<file path="src/rtl/reg_share_arbiter_pkg.sv">
// Shared constants and helpers for the round-robin register-share arbiter.
package reg_share_arbiter_pkg;

  localparam int DEF_NUM_REQ = 4;
  localparam int DEF_WIDTH   = 8;

  // Wrap-around increment: n-1 rolls back to 0.
  function automatic int next_ptr(input int idx, input int n);
    return (idx + 1 >= n) ? 0 : idx + 1;
  endfunction

endpackage

</file>
<file path="src/rtl/reg_share_arbiter_rr_select.sv">
// Combinational round-robin selector: first asserted request at or after ptr,
// wrapping modulo NUM_REQ.
module rr_select
  import reg_share_arbiter_pkg::*;
#(
  parameter int NUM_REQ = DEF_NUM_REQ,
  parameter int IDX_W   = $clog2(NUM_REQ)
) (
  input  logic [NUM_REQ-1:0] req_i,
  input  logic [IDX_W-1:0]   ptr_i,
  output logic [NUM_REQ-1:0] gnt_o,
  output logic [IDX_W-1:0]   winner_o,
  output logic               any_o
);

  logic             found;
  int               idx;
  logic [IDX_W-1:0] idx_v;

  always_comb begin
    gnt_o    = '0;
    winner_o = '0;
    found    = 1'b0;
    idx      = 0;
    idx_v    = '0;
    for (int k = 0; k < NUM_REQ; k++) begin
      idx = int'(ptr_i) + k;
      if (idx >= NUM_REQ) idx = idx - NUM_REQ;
      idx_v = IDX_W'(idx);
      if (!found && req_i[idx_v]) begin
        found         = 1'b1;
        winner_o      = idx_v;
        gnt_o[idx_v]  = 1'b1;
      end
    end
    any_o = found;
  end

endmodule

</file>
<file path="src/rtl/reg_share_arbiter.sv">
// Round-robin write arbiter sharing one WIDTH-bit register among NUM_REQ requesters.
// Optional grant locking is enabled with `define REG_SHARE_ARBITER_LOCK_EN.
module reg_share_arbiter
  import reg_share_arbiter_pkg::*;
#(
  parameter int NUM_REQ = DEF_NUM_REQ,
  parameter int WIDTH   = DEF_WIDTH,
  parameter int IDX_W   = $clog2(NUM_REQ)
) (
  input  logic               clk,
  input  logic               rst,
  input  logic [NUM_REQ-1:0] req,
  input  logic [NUM_REQ-1:0] lock,
  input  logic [WIDTH-1:0]   data [NUM_REQ],
  output logic [NUM_REQ-1:0] gnt,
  output logic [WIDTH-1:0]   out,
  output logic [IDX_W-1:0]   out_owner,
  output logic               out_valid
);

  logic [WIDTH-1:0]   out_q,   out_d;
  logic [IDX_W-1:0]   owner_q, owner_d;
  logic               valid_q, valid_d;
  logic [IDX_W-1:0]   ptr_q,   ptr_d;
  logic [IDX_W-1:0]   last_q,  last_d;

  logic [NUM_REQ-1:0] req_eff;
  logic [NUM_REQ-1:0] rr_gnt;
  logic [IDX_W-1:0]   rr_winner;
  logic               rr_any;
  logic               lock_hold;
  logic [IDX_W-1:0]   winner;
  logic               any_gnt;

  // Reset masks requests so no grant is ever shown while rst is high.
  assign req_eff = rst ? '0 : req;

  rr_select #(
    .NUM_REQ (NUM_REQ),
    .IDX_W   (IDX_W)
  ) u_rr_select (
    .req_i    (req_eff),
    .ptr_i    (ptr_q),
    .gnt_o    (rr_gnt),
    .winner_o (rr_winner),
    .any_o    (rr_any)
  );

`ifdef REG_SHARE_ARBITER_LOCK_EN
  logic written_q, written_d;

  // The previous winner keeps the grant while it holds both req and lock,
  // but only once a real write has happened (last is meaningless before that).
  assign lock_hold = written_q && req_eff[last_q] && lock[last_q];
  assign written_d = written_q | any_gnt;

  always_ff @(posedge clk) begin
    if (rst) written_q <= 1'b0;
    else     written_q <= written_d;
  end
`else
  logic lock_unused;

  assign lock_hold   = 1'b0;
  assign lock_unused = ^lock;
`endif

  always_comb begin
    winner  = rr_winner;
    any_gnt = rr_any;
    gnt     = rr_gnt;
    if (lock_hold) begin
      winner         = last_q;
      any_gnt        = 1'b1;
      gnt            = '0;
      gnt[last_q]    = 1'b1;
    end
  end

  always_comb begin
    out_d   = out_q;
    owner_d = owner_q;
    valid_d = 1'b0;
    ptr_d   = ptr_q;
    last_d  = last_q;
    if (any_gnt) begin
      out_d   = data[winner];
      owner_d = winner;
      valid_d = 1'b1;
      last_d  = winner;
      // A locked re-grant leaves the round-robin pointer where it was.
      if (!lock_hold) ptr_d = IDX_W'(next_ptr(int'(winner), NUM_REQ));
    end
  end

  always_ff @(posedge clk) begin
    if (rst) begin
      out_q   <= '0;
      owner_q <= '0;
      valid_q <= 1'b0;
      ptr_q   <= '0;
      last_q  <= '0;
    end else begin
      out_q   <= out_d;
      owner_q <= owner_d;
      valid_q <= valid_d;
      ptr_q   <= ptr_d;
      last_q  <= last_d;
    end
  end

  assign out       = out_q;
  assign out_owner = owner_q;
  assign out_valid = valid_q;

endmodule

</file>
<file path="config.mk">
export PLATFORM = sky130hd
export DESIGN_NAME = reg_share_arbiter
export DESIGN_NICKNAME = d
export VERILOG_FILES = /design/src/rtl/reg_share_arbiter_pkg.sv /design/src/rtl/reg_share_arbiter_rr_select.sv /design/src/rtl/reg_share_arbiter.sv
export SDC_FILE = /design/constraint.sdc
export NUM_CORES = 1
export LEC_CHECK = 0
export BUFFER_PORTS_ARGS = -buffer_cell sky130_fd_sc_hd__buf_2
export CORE_MARGIN = 10
export CORE_UTILIZATION = 48
export CTS_BUF_LIST = sky130_fd_sc_hd__clkbuf_4 sky130_fd_sc_hd__clkbuf_8
export CTS_CLUSTER_DIAMETER = 120
export DETAILED_ROUTE_END_ITERATION = 12
export PLACE_DENSITY_LB_ADDON = 0.3
export SYNTH_ARGS = -nofsm -noshare
export SYNTH_HDL_FRONTEND = slang
export SYNTH_SLANG_ARGS = --single-unit
</file>
<file path="constraint.sdc">
create_clock -name clk -period 3.3 [get_ports clk]
set_clock_uncertainty 0.05 [all_clocks]
set_input_delay 0 -clock clk [delete_from_list [all_inputs] [get_ports clk]]
set_output_delay 0 -clock clk [all_outputs]
set_load 0.01 [all_outputs]
</file>
* Word level (Yosys, flattened, before mapping) *
Index checks and enable logic that the tools add are counted.

word-level totals
  flip-flop bits (word level) = 13
  bits in latches = 0
  memory bits (writable) = 0
  bits in read-only memories = 0
  output and inout port bits = 15
  memories kept = 0

operators by class
  add/subtract/negate cells = 8
  multipliers = 0
  div/mod/pow operators = 0
  $lt $le $gt $ge = 14
  equality and inequality tests = 0
  shifts and indexed selects = 0
  muxes and demuxes = 38
  bitwise operators = 4
  reductions and logical operators = 10

operators by type and width
  cell                                                                   number
  4-bit 2-to-1 mux                                                       5
  2-bit 2-to-1 mux                                                       9
  8-bit binary-select mux with 2-bit select                              1
  8-bit 2-to-1 mux                                                       2
  3-bit >= comparator, second input constant                             5
  1-bit 2-to-1 mux                                                       13
  2-bit by 3-bit < comparator with 1-bit output, second input constant   4
  4-bit bitwise OR                                                       3
  1-bit binary-select mux with 2-bit select                              4
  1-bit demux with 2-bit select                                          4
  2-bit by 1-bit >= comparator with 1-bit output, second input constant  4
  2-bit by 1-bit subtractor with 2-bit output, second input constant     4
  1-bit logical AND                                                      7
  2-bit by 1-bit adder with 3-bit output, second input constant          2
  2-bit by 2-bit adder with 3-bit output, second input constant          2
  2-bit by 3-bit >= comparator with 1-bit output, second input constant  1
  1-bit logical NOT                                                      3
  2-bit inverter with 3-bit output                                       1

* Longest topological paths before layout *
Gate-level depths: netlist (run 1).

  word-level depth = 18
  gate-level depth with buffers = 12
  depth with buffers taken out = 8

* Modules after synthesis *
A second synthesis (run 1) with hierarchy kept.

second synthesis, totals
  cells, all modules = 112
  area total of the unflattened synthesis = 1146.1 um^2

by module, submodules not included
  module             times used  cells each  area each (um^2)  seq. area each (um^2)
  reg_share_arbiter  1           67          726.9             260.2
  rr_select          1           45          419.2             0.0

* Worst setup path before layout (run 1) *
Ideal clock, no wire load.

  kind = register -> register
  start point = reg ptr_q[0]
  end point = reg out_q[5] (netlist: out[5])
  arrival = 2636 ps
  required time = 3128 ps
  slack = 493 ps
  stages on the path, launching flop included = 13
  period minus slack after synthesis = 2807 ps
  path through = dfxtp_1 > buf_2 > inv_1 > ha_1 > buf_2 > o21ba_2 > nor3_1 > o22ai_1 > buf_2 > buf_4 > mux2i_1 > nor2_1 > a221o_1

on the way
  cells in the longest elaborated chain, start to end = 18
  elaborated cells between the ends (all ways) = 41
  those cells by class = add/sub: 7; order compare: 4; mux: 23; bitwise: 1; reduce/logical: 6

RTL lines
  item                                                                             RTL line                  RTL
  from (decl)                                                                      reg_share_arbiter.sv:24   logic [IDX_W-1:0] ptr_q, ptr_d;
  from (signal assigned)                                                           reg_share_arbiter.sv:107  ptr_q <= ptr_d;
  branches (longest 18 deep; another with 2-bit by 1-bit adder with 3-bit output)  --
  to (signal assigned)                                                             reg_share_arbiter.sv:104  out_q <= out_d;
  to (decl)                                                                        reg_share_arbiter.sv:21   logic [WIDTH-1:0] out_q, out_d;

Several ways; the timed one is not identified. The select of a mux whose other input is x is not followed.
A chain may end at the register's enable or synchronous reset.

* Final worst setup path (run 1) *
  start point = reg ptr_q[1]
  end point = reg out_q[0] (netlist: out[0])

The elaborated chain is that of the path after synthesis.

==> impl_metrics.xml, run 1 <==
<?xml version="1.0" encoding="UTF-8"?>
<metrics>
  <group name="min_path">
    <metric name="hp_class" unit="">in2reg</metric>
  </group>
  <group name="worst_setup_path">
    <metric name="crit_chain" unit="">inv_1 &gt; ha_1 &gt; nor2b_1 &gt; a22o_2 &gt; a21oi_2 &gt; a311oi_4 &gt; buf_4 &gt; nor2_1 &gt; a221o_1</metric>
    <metric name="worst_ep_arrival_time" unit="ps">2900</metric>
    <metric name="start_kind" unit="">flop</metric>
    <metric name="ws_path_type" unit="">reg2reg</metric>
    <metric name="slowest_stage_delay_cp" unit="ps">540</metric>
    <metric name="worstPathRequired" unit="ps">3420</metric>
    <metric name="critical-path-slowest-cell" unit="">sky130_fd_sc_hd__dfxtp_1</metric>
    <metric name="worst_path_fanout_max" unit="">19</metric>
    <metric name="critical_path.endpoint_type" unit="">flop</metric>
  </group>
  <group name="sta">
    <metric name="totalNegativeSetupSlack" unit="ps">0</metric>
    <metric name="post-route-min-period" unit="ps">2780</metric>
    <metric name="report.final.slew_viol_count" unit="">0</metric>
    <metric name="final_hold_viol_count" unit="">0</metric>
    <metric name="rsz0062_at_grt" unit="">no</metric>
    <metric name="clock.fmax" unit="MHz">359</metric>
    <metric name="timing.max_slew.rel_slack" unit="%">59.0</metric>
    <metric name="worst_slew_pin_tran" unit="ps">613</metric>
    <metric name="report.final.setup_viol" unit="">0</metric>
    <metric name="post-route-period-util" unit="%">84.3</metric>
  </group>
  <group name="yosys">
    <metric name="yosysMostFrequentCell" unit="">sky130_fd_sc_hd__nor2_1</metric>
    <metric name="ys_types" unit="">39</metric>
    <metric name="synth_sequential_area_ratio" unit="%">21.9</metric>
    <metric name="yosys.area.top_type" unit="">sky130_fd_sc_hd__dfxtp_1</metric>
    <metric name="synth_top_cell_area_share" unit="%">21.9</metric>
    <metric name="synth-async-reset-ratio" unit="%">0</metric>
    <metric name="synthesis.area" unit="mm²">0.00119</metric>
    <metric name="xor_and_xnor_fraction_of_the_mapped_netlist_area" unit="%">0.738</metric>
    <metric name="post_synth_inst_count" unit="">144</metric>
    <metric name="muxShareOfSynthArea" unit="%">17.0</metric>
    <metric name="synth_compound_gate_area_share" unit="%">25.6</metric>
    <metric name="leading_post_synthesis_cells_by_cell_area" unit="">sky130_fd_sc_hd__dfxtp_1, sky130_fd_sc_hd__mux2i_1, sky130_fd_sc_hd__ha_1</metric>
    <metric name="synth_warnings" unit="">0</metric>
    <metric name="synth_simple_gate_area_share" unit="%">19.8</metric>
    <metric name="mappedNetlistNets" unit="">194</metric>
    <metric name="post_synth_fa_ha_maj_area_fraction" unit="%">8.44</metric>
    <metric name="dominant_combinational_cell_family_by_area_after_synthesis" unit="">compound AO/OA/AOI/OAI gates</metric>
    <metric name="syn_avg_cell_area" unit="µm²">8.24</metric>
    <metric name="synth_top_cells_by_count" unit="">sky130_fd_sc_hd__nor2_1, sky130_fd_sc_hd__mux2i_1, sky130_fd_sc_hd__nand2_1</metric>
    <metric name="number_of_flops_mapped_to_enable_cells_by_yosys" unit="">0</metric>
    <metric name="synth_seq_cells" unit="">13</metric>
    <metric name="ys_dominant_reg_cell" unit="">sky130_fd_sc_hd__dfxtp_1</metric>
  </group>
  <group name="outcome">
    <metric name="result_of_the_run" unit="">complete, no violations</metric>
  </group>
  <group name="cts">
    <metric name="cts_root_buffer" unit="">sky130_fd_sc_hd__clkbuf_4</metric>
    <metric name="cts_tree" unit="">yes</metric>
    <metric name="worst_setup_hold_path_clk_slew" unit="ps">80</metric>
    <metric name="worst_skew_pair.late_latency" unit="ps">280</metric>
    <metric name="clk_path_buf_depth" unit="">2</metric>
    <metric name="clkSinkCount" unit="">13</metric>
    <metric name="post_cts_resize_count" unit="">0</metric>
    <metric name="cts.htree.levels" unit="">1</metric>
    <metric name="cts_buffers" unit="">3</metric>
    <metric name="ctsHoldBuffers" unit="">0</metric>
    <metric name="post_cts_setup_buffer_count" unit="">0</metric>
  </group>
  <group name="place">
    <metric name="io_buffer_count" unit="">52</metric>
    <metric name="postPlaceCellArea" unit="mm²">0.00145</metric>
    <metric name="dp_cells" unit="">216</metric>
    <metric name="detailed_place_hpwl" unit="µm">2680</metric>
    <metric name="gpl.final_weighted_congestion" unit="">0.818</metric>
  </group>
  <group name="cells_and_area">
    <metric name="layout-drive-gt1-share" unit="%">34.9</metric>
    <metric name="finish.cell_count_without_fillers" unit="">220</metric>
    <metric name="finish.net_count" unit="">243</metric>
    <metric name="postLayoutCellArea" unit="mm²">0.00148</metric>
    <metric name="area.growth.synth_to_final" unit="%">24.4</metric>
    <metric name="postLayoutCoreUtil" unit="%">64.8</metric>
    <metric name="insertedDiodeCount" unit="">0</metric>
  </group>
  <group name="floorplan">
    <metric name="core" unit="mm²">0.00228</metric>
    <metric name="core.rowCount" unit="">17</metric>
    <metric name="pin_count" unit="">57</metric>
    <metric name="die_height" unit="µm">69.7</metric>
    <metric name="die-width" unit="µm">69.7</metric>
    <metric name="floorplan.initialDensity" unit="%">52.1</metric>
    <metric name="die_footprint" unit="mm²">0.00486</metric>
  </group>
  <group name="pwr">
    <metric name="leakagePower" unit="nW">0.777</metric>
    <metric name="vdd_ir_drop_max" unit="V">0.000348</metric>
    <metric name="pwr_density_cell" unit="mW/mm²">536</metric>
  </group>
  <group name="global_routing">
    <metric name="grt_pass1_wl" unit="µm">5660</metric>
    <metric name="antenna_found_initial" unit="">0</metric>
    <metric name="grt_start_max_net_pins" unit="">20</metric>
    <metric name="number_of_global_route_vias_before_repair" unit="">1316</metric>
    <metric name="groute.usage.overall" unit="%">13.5</metric>
    <metric name="globalRouteOverflowTotal" unit="">0</metric>
  </group>
  <group name="detailed_routing">
    <metric name="detail_route.vias_per_cell" unit="">5.60</metric>
    <metric name="drt_pass1_iterations" unit="">4</metric>
    <metric name="post-route-drc-count" unit="">0</metric>
    <metric name="ant_nets" unit="">0</metric>
    <metric name="routed_wire_per_std_cell" unit="µm">15.6</metric>
    <metric name="first_iter_violations" unit="">54</metric>
    <metric name="detailroute.via_count" unit="">1233</metric>
    <metric name="wirelength" unit="µm">3430</metric>
  </group>
  <group name="run">
    <metric name="max_cap_violations" unit="">0</metric>
  </group>
</metrics>
[sequential cells by signal, indices dropped and copies added (netlist names)]
name       count
ptr_q          2
out_valid      1
out            8
out_owner      2
[layer usage]
layer  vias up  part of all wire (%)  track usage (%)
met5         -                     0                0
met4         0                   3.1             6.09
met3        13                   7.3             6.13
met2        40                    48             22.7
met1       557                    41             14.1
li1        623                     -                -
[placed cells by master (no fill, tap or decap), types with 4 or more instances in the layout]
cell,n
sky130_fd_sc_hd__ha_1,8
sky130_fd_sc_hd__nor2b_1,4
sky130_fd_sc_hd__buf_2,52
sky130_fd_sc_hd__a222oi_1,4
sky130_fd_sc_hd__nor3_1,5
sky130_fd_sc_hd__nor2_1,21
sky130_fd_sc_hd__mux2i_1,19
sky130_fd_sc_hd__a221o_1,8
sky130_fd_sc_hd__nand2_1,15
sky130_fd_sc_hd__clkbuf_4,4
sky130_fd_sc_hd__a21oi_1,7
sky130_fd_sc_hd__dfxtp_1,13
[final timing paths]
path,startpoint,end,slack [ps],cells after the start
hold reg to reg,out_owner[1]$_SDFFE_PP0P_,out_owner[1]$_SDFFE_PP0P_,410,2
hold / removal,data[3],out[3]$_SDFFE_PP0P_,9,4
setup / recovery,ptr_q[1]$_SDFFE_PP0P_,out[0]$_SDFFE_PP0P_,520,9
setup reg to reg,ptr_q[1]$_SDFFE_PP0P_,out[0]$_SDFFE_PP0P_,520,9
[critical path: cells and delay by family, from the launching register on]
family	cells	cell delay, ps
AO/OA/AOI/OAI	4	820
flip-flops	1	540
adder cells (fa/ha/maj)	1	490
buffers and inverters	2	450
AND/OR/NAND/NOR	2	310
[area by class of cell]
cell class	count	area [µm²]
multi-input combinational	117	856
fill	203	801
timing repair buffer	55	283
sequential	13	260
tap	28	35.0
clock buffer	4	30.0
inverter	3	11.3
[where the power goes]
part	internal (W)	switching (W)	leakage, nW
registers	0.000199	0.0000301	0.109
logic	0.000208	0.000246	0.650
clock network	0.0000552	0.0000530	0.0184
[cells by family after synthesis]
group / count (synthesis)
and+or+nand+nor: 53
AOI/OAI and AO/OA: 35
muxes: 20
buffers and inverters: 14
DFF: 13
adders and majority gates: 8
xor gates and xnor gates: 1
[through the flow]
| stage | power, W | setup WS (ps) | hold WS, ps |
|---|---|---|---|
| 6_report | 0.000790 | 517 | 8.89 |
| 5_1_grt | 0.000862 | 238 | 27.6 |
| 4_1_cts | 0.000794 | 513 | 4.85 |
| 3_5_place_dp | 0.000685 | 528 | 298 |
| 3_3_place_gp | 0.000665 | 592 | 281 |
| 2_1_floorplan | 0.000558 | 493 | 195 |
(Power assumes the default switching activity.)
==> run 2: changes to the inputs <==
Settings changed: ABC_AREA set to 1, CORE_UTILIZATION 48 to 50.
Clock period 3.3 ns to 2.6 ns, I/O delays scaled along.
==> run 2 against run 1 <==
Synthesized cell count up 60%. Routed wire length up 17%. Area after synthesis up 19%. Combinational power rose to 4.3 times the previous value. Clock power up 34%. Sequential cell count unchanged. Non-clock buffer count up 3. Via count up 32%. Sequential power up 43%. Design area up 19%. Setup slack worse by 300 ps. Critical endpoint is now out[6]$_SDFFE_PP0P_.
==> impl_metrics.xml, run 2 <==
<?xml version="1.0" encoding="UTF-8"?>
<metrics>
  <group name="outcome">
    <metric name="result_of_the_run" unit="">complete, no violations</metric>
  </group>
  <group name="pwr">
    <metric name="finalPower" unit="W">0.00241</metric>
    <metric name="internal-power" unit="W">0.00103</metric>
    <metric name="sw_frac_of_total" unit="%">57.3</metric>
    <metric name="pwr_density_cell" unit="mW/mm²">1380</metric>
    <metric name="vdd_ir_drop_max" unit="V">0.000938</metric>
    <metric name="share_seq_of_total_power" unit="%">13.6</metric>
    <metric name="p_clk_share" unit="%">6.0</metric>
    <metric name="leakagePower" unit="nW">1.09</metric>
    <metric name="power.net_switching" unit="W">0.00138</metric>
    <metric name="share_comb_of_total_power" unit="%">80.4</metric>
  </group>
  <group name="cells_and_area">
    <metric name="mostFrequentLayoutCell" unit="">sky130_fd_sc_hd__buf_2</metric>
    <metric name="insertedDiodeCount" unit="">0</metric>
    <metric name="flip_flop_count_of_the_largest_register_all_copies_and_words_added" unit="">8</metric>
    <metric name="leading_cell_types_in_the_layout_fill_and_taps_excluded" unit="">sky130_fd_sc_hd__buf_2, sky130_fd_sc_hd__inv_1, sky130_fd_sc_hd__nand3_1, sky130_fd_sc_hd__nand2_1, sky130_fd_sc_hd__nor2_1</metric>
    <metric name="area.growth.synth_to_final" unit="%">23.8</metric>
    <metric name="layout-drive-gt1-share" unit="%">28.2</metric>
    <metric name="finish.net_count" unit="">338</metric>
    <metric name="postLayoutCellArea" unit="mm²">0.00175</metric>
    <metric name="postLayoutCoreUtil" unit="%">64.1</metric>
  </group>
  <group name="worst_setup_path">
    <metric name="slowest_stage_delay_cp" unit="ps">410</metric>
    <metric name="critical-path-slowest-cell" unit="">sky130_fd_sc_hd__dfxtp_1</metric>
    <metric name="worst_ep_arrival_time" unit="ps">2530</metric>
    <metric name="r2r_start" unit="">ptr_q[0]$_SDFFE_PP0P_</metric>
    <metric name="start_kind" unit="">flop</metric>
    <metric name="timing.critical_path.from" unit="">ptr_q[0]$_SDFFE_PP0P_</metric>
    <metric name="worstPathRequired" unit="ps">2750</metric>
    <metric name="worst_path_fanout_max" unit="">11</metric>
    <metric name="critical_path.endpoint_type" unit="">flop</metric>
    <metric name="ws_path_type" unit="">reg2reg</metric>
    <metric name="crit_chain" unit="">inv_6 &gt; ha_1 &gt; inv_1 &gt; nand3_1 &gt; nand2_4 &gt; inv_1 &gt; nand2_2 &gt; nand3_2 &gt; nand3_4 &gt; nand2_1 &gt; nand3_1 &gt; nand3_1 &gt; nand2_1 &gt; inv_1</metric>
    <metric name="worst_r2r_path_depth" unit="">14</metric>
  </group>
  <group name="yosys">
    <metric name="synth_seq_cells" unit="">13</metric>
    <metric name="leading_post_synthesis_cells_by_cell_area" unit="">sky130_fd_sc_hd__dfxtp_1, sky130_fd_sc_hd__nand3_1, sky130_fd_sc_hd__inv_1</metric>
    <metric name="yosys.area.top_type" unit="">sky130_fd_sc_hd__dfxtp_1</metric>
    <metric name="ys_dominant_reg_cell" unit="">sky130_fd_sc_hd__dfxtp_1</metric>
    <metric name="synthesis.area" unit="mm²">0.00142</metric>
    <metric name="syn_avg_cell_area" unit="µm²">6.13</metric>
    <metric name="number_of_flops_mapped_to_enable_cells_by_yosys" unit="">0</metric>
    <metric name="ys_types" unit="">27</metric>
    <metric name="synth_sequential_area_ratio" unit="%">18.4</metric>
    <metric name="synth_top_cell_area_share" unit="%">18.4</metric>
    <metric name="mappedNetlistNets" unit="">281</metric>
    <metric name="synth_top_cells_by_count" unit="">sky130_fd_sc_hd__inv_1, sky130_fd_sc_hd__nand3_1, sky130_fd_sc_hd__nand2_1</metric>
    <metric name="yosysMostFrequentCell" unit="">sky130_fd_sc_hd__inv_1</metric>
    <metric name="post_synth_inst_count" unit="">231</metric>
    <metric name="synth-async-reset-ratio" unit="%">0</metric>
    <metric name="synth_warnings" unit="">0</metric>
  </group>
  <group name="detailed_routing">
    <metric name="routed_wire_per_std_cell" unit="µm">12.6</metric>
    <metric name="ant_nets" unit="">0</metric>
    <metric name="detail_route.vias_per_cell" unit="">5.13</metric>
    <metric name="wirelength" unit="µm">4000</metric>
    <metric name="post-route-drc-count" unit="">0</metric>
    <metric name="detailroute.via_count" unit="">1632</metric>
    <metric name="first_iter_violations" unit="">56</metric>
    <metric name="drt_pass1_iterations" unit="">4</metric>
  </group>
  <group name="floorplan">
    <metric name="pin_count" unit="">57</metric>
    <metric name="die_footprint" unit="mm²">0.00536</metric>
    <metric name="floorplan.initialDensity" unit="%">51.8</metric>
    <metric name="core.rowCount" unit="">19</metric>
    <metric name="core" unit="mm²">0.00273</metric>
    <metric name="die_height" unit="µm">73.2</metric>
    <metric name="die-width" unit="µm">73.2</metric>
  </group>
  <group name="sta">
    <metric name="clock.fmax" unit="MHz">419</metric>
    <metric name="totalNegativeSetupSlack" unit="ps">0</metric>
    <metric name="post-route-period-util" unit="%">91.7</metric>
    <metric name="rsz0062_at_grt" unit="">no</metric>
    <metric name="timing.max_slew.rel_slack" unit="%">70.9</metric>
    <metric name="final_hold_viol_count" unit="">0</metric>
    <metric name="report.final.slew_viol_count" unit="">0</metric>
    <metric name="report.final.setup_viol" unit="">0</metric>
    <metric name="worst_slew_pin_tran" unit="ps">437</metric>
    <metric name="post-route-min-period" unit="ps">2380</metric>
    <metric name="setup_ws" unit="ps">216</metric>
  </group>
  <group name="cts">
    <metric name="clkSinkCount" unit="">13</metric>
    <metric name="cts_buffers" unit="">3</metric>
    <metric name="cts_tree" unit="">yes</metric>
    <metric name="post_cts_setup_buffer_count" unit="">0</metric>
    <metric name="clk_path_buf_depth" unit="">2</metric>
    <metric name="cts_root_buffer" unit="">sky130_fd_sc_hd__clkbuf_4</metric>
    <metric name="cts.htree.levels" unit="">1</metric>
    <metric name="worst_setup_hold_path_clk_slew" unit="ps">90</metric>
    <metric name="worst_skew_pair.late_latency" unit="ps">280</metric>
  </group>
  <group name="min_path">
    <metric name="hp_class" unit="">in2reg</metric>
    <metric name="min-delay-start" unit="">data[5]</metric>
    <metric name="hold-path-cell-count" unit="">7</metric>
  </group>
  <group name="global_routing">
    <metric name="grt_start_max_net_pins" unit="">29</metric>
    <metric name="antenna_found_initial" unit="">0</metric>
    <metric name="grt_pass1_wl" unit="µm">6340</metric>
    <metric name="groute.usage.overall" unit="%">14.1</metric>
    <metric name="number_of_global_route_vias_before_repair" unit="">1496</metric>
    <metric name="globalRouteOverflowTotal" unit="">0</metric>
  </group>
  <group name="place">
    <metric name="io_buffer_count" unit="">52</metric>
    <metric name="gpl.final_weighted_congestion" unit="">0.863</metric>
    <metric name="postPlaceCellArea" unit="mm²">0.00171</metric>
    <metric name="detailed_place_hpwl" unit="µm">3170</metric>
    <metric name="place_worst_setup_slack" unit="ps">231</metric>
  </group>
  <group name="run">
    <metric name="max_cap_violations" unit="">0</metric>
  </group>
</metrics>
==> run 2: cell types whose count changed in the layout (fill, tap and decap cells not counted), sizes merged, moves of 5 or more <==
cell,previous run,this run
a221o,8,0
nor3,5,0
nand4,0,11
inv,3,54
nand2,15,48
mux2i,19,0
nand3,0,56
==> run 2: critical path, delay by kind of cell, from the launching register on <==
kind                     cells  cell delay [ps]
buffers and inverters        4              360
adder cells (fa/ha/maj)      1              350
flip-flops                   1              410
AND/OR/NAND/NOR              9             1150
==> run 2: cells by family (layout without fill, tap and decap cells) <==
kind of cell    Yosys count  in the layout  share of synthesized area [%]
compound gates           17             17                           8.67
fa+ha+maj                 8              8                           7.07
buf+inv                  60            116                           17.5
flops                    13             13                           18.4
simple gates            133            133                           48.4
==> run 2: worst paths after layout <==
kind | endpoint | slack, ps
min reg2reg | out_owner[0]$_SDFFE_PP0P_ | 420
min | out[5]$_SDFFE_PP0P_ | 50
max | out[6]$_SDFFE_PP0P_ | 220
max reg2reg | out[6]$_SDFFE_PP0P_ | 220
==> run 2: stage by stage <==
| stage | hold WS, ps | instances |
|---|---|---|
| finish | 48.6 | 318 |
| floorplan | 157 | 231 |
| CTS | 51.3 | 318 |
| global placement | 290 | 313 |
| global route | 84.3 | 318 |
| detailed placement | 295 | 313 |
==> run 2: power groups by stage <==
stage	registers (W)	clock network, W	logic, W
after floorplan	0.000373	0	0.00146
after global placement	0.000331	0	0.00190
after detailed placement	0.000332	0	0.00194
after CTS	0.000328	0.000147	0.00194
after global routing	0.000335	0.000154	0.00219
final	0.000328	0.000145	0.00194
==> run 2: cell type report <==
class                      instances  area (µm²)
timing repair buffer              58         308
fill                             276         982
inverter                          54         208
sequential                        13         260
tap                               31        38.8
multi-input combinational        158         907
clock buffer                       4        30.0
==> run 2: per-layer routing <==
metal	GRT usage [%]	vias up	wire length, µm
li1	-	859	-
met1	16.0	725	1640
met2	24.2	44	2020
met3	5.31	4	298
met4	3.59	0	41
met5	0	-	0
==> run 2: timing repair <==
action	CTS	global route
hold buffers	1	0
endpoints found under the setup margin	0	0
resized for setup	0	0
endpoints found under the hold margin	2	0
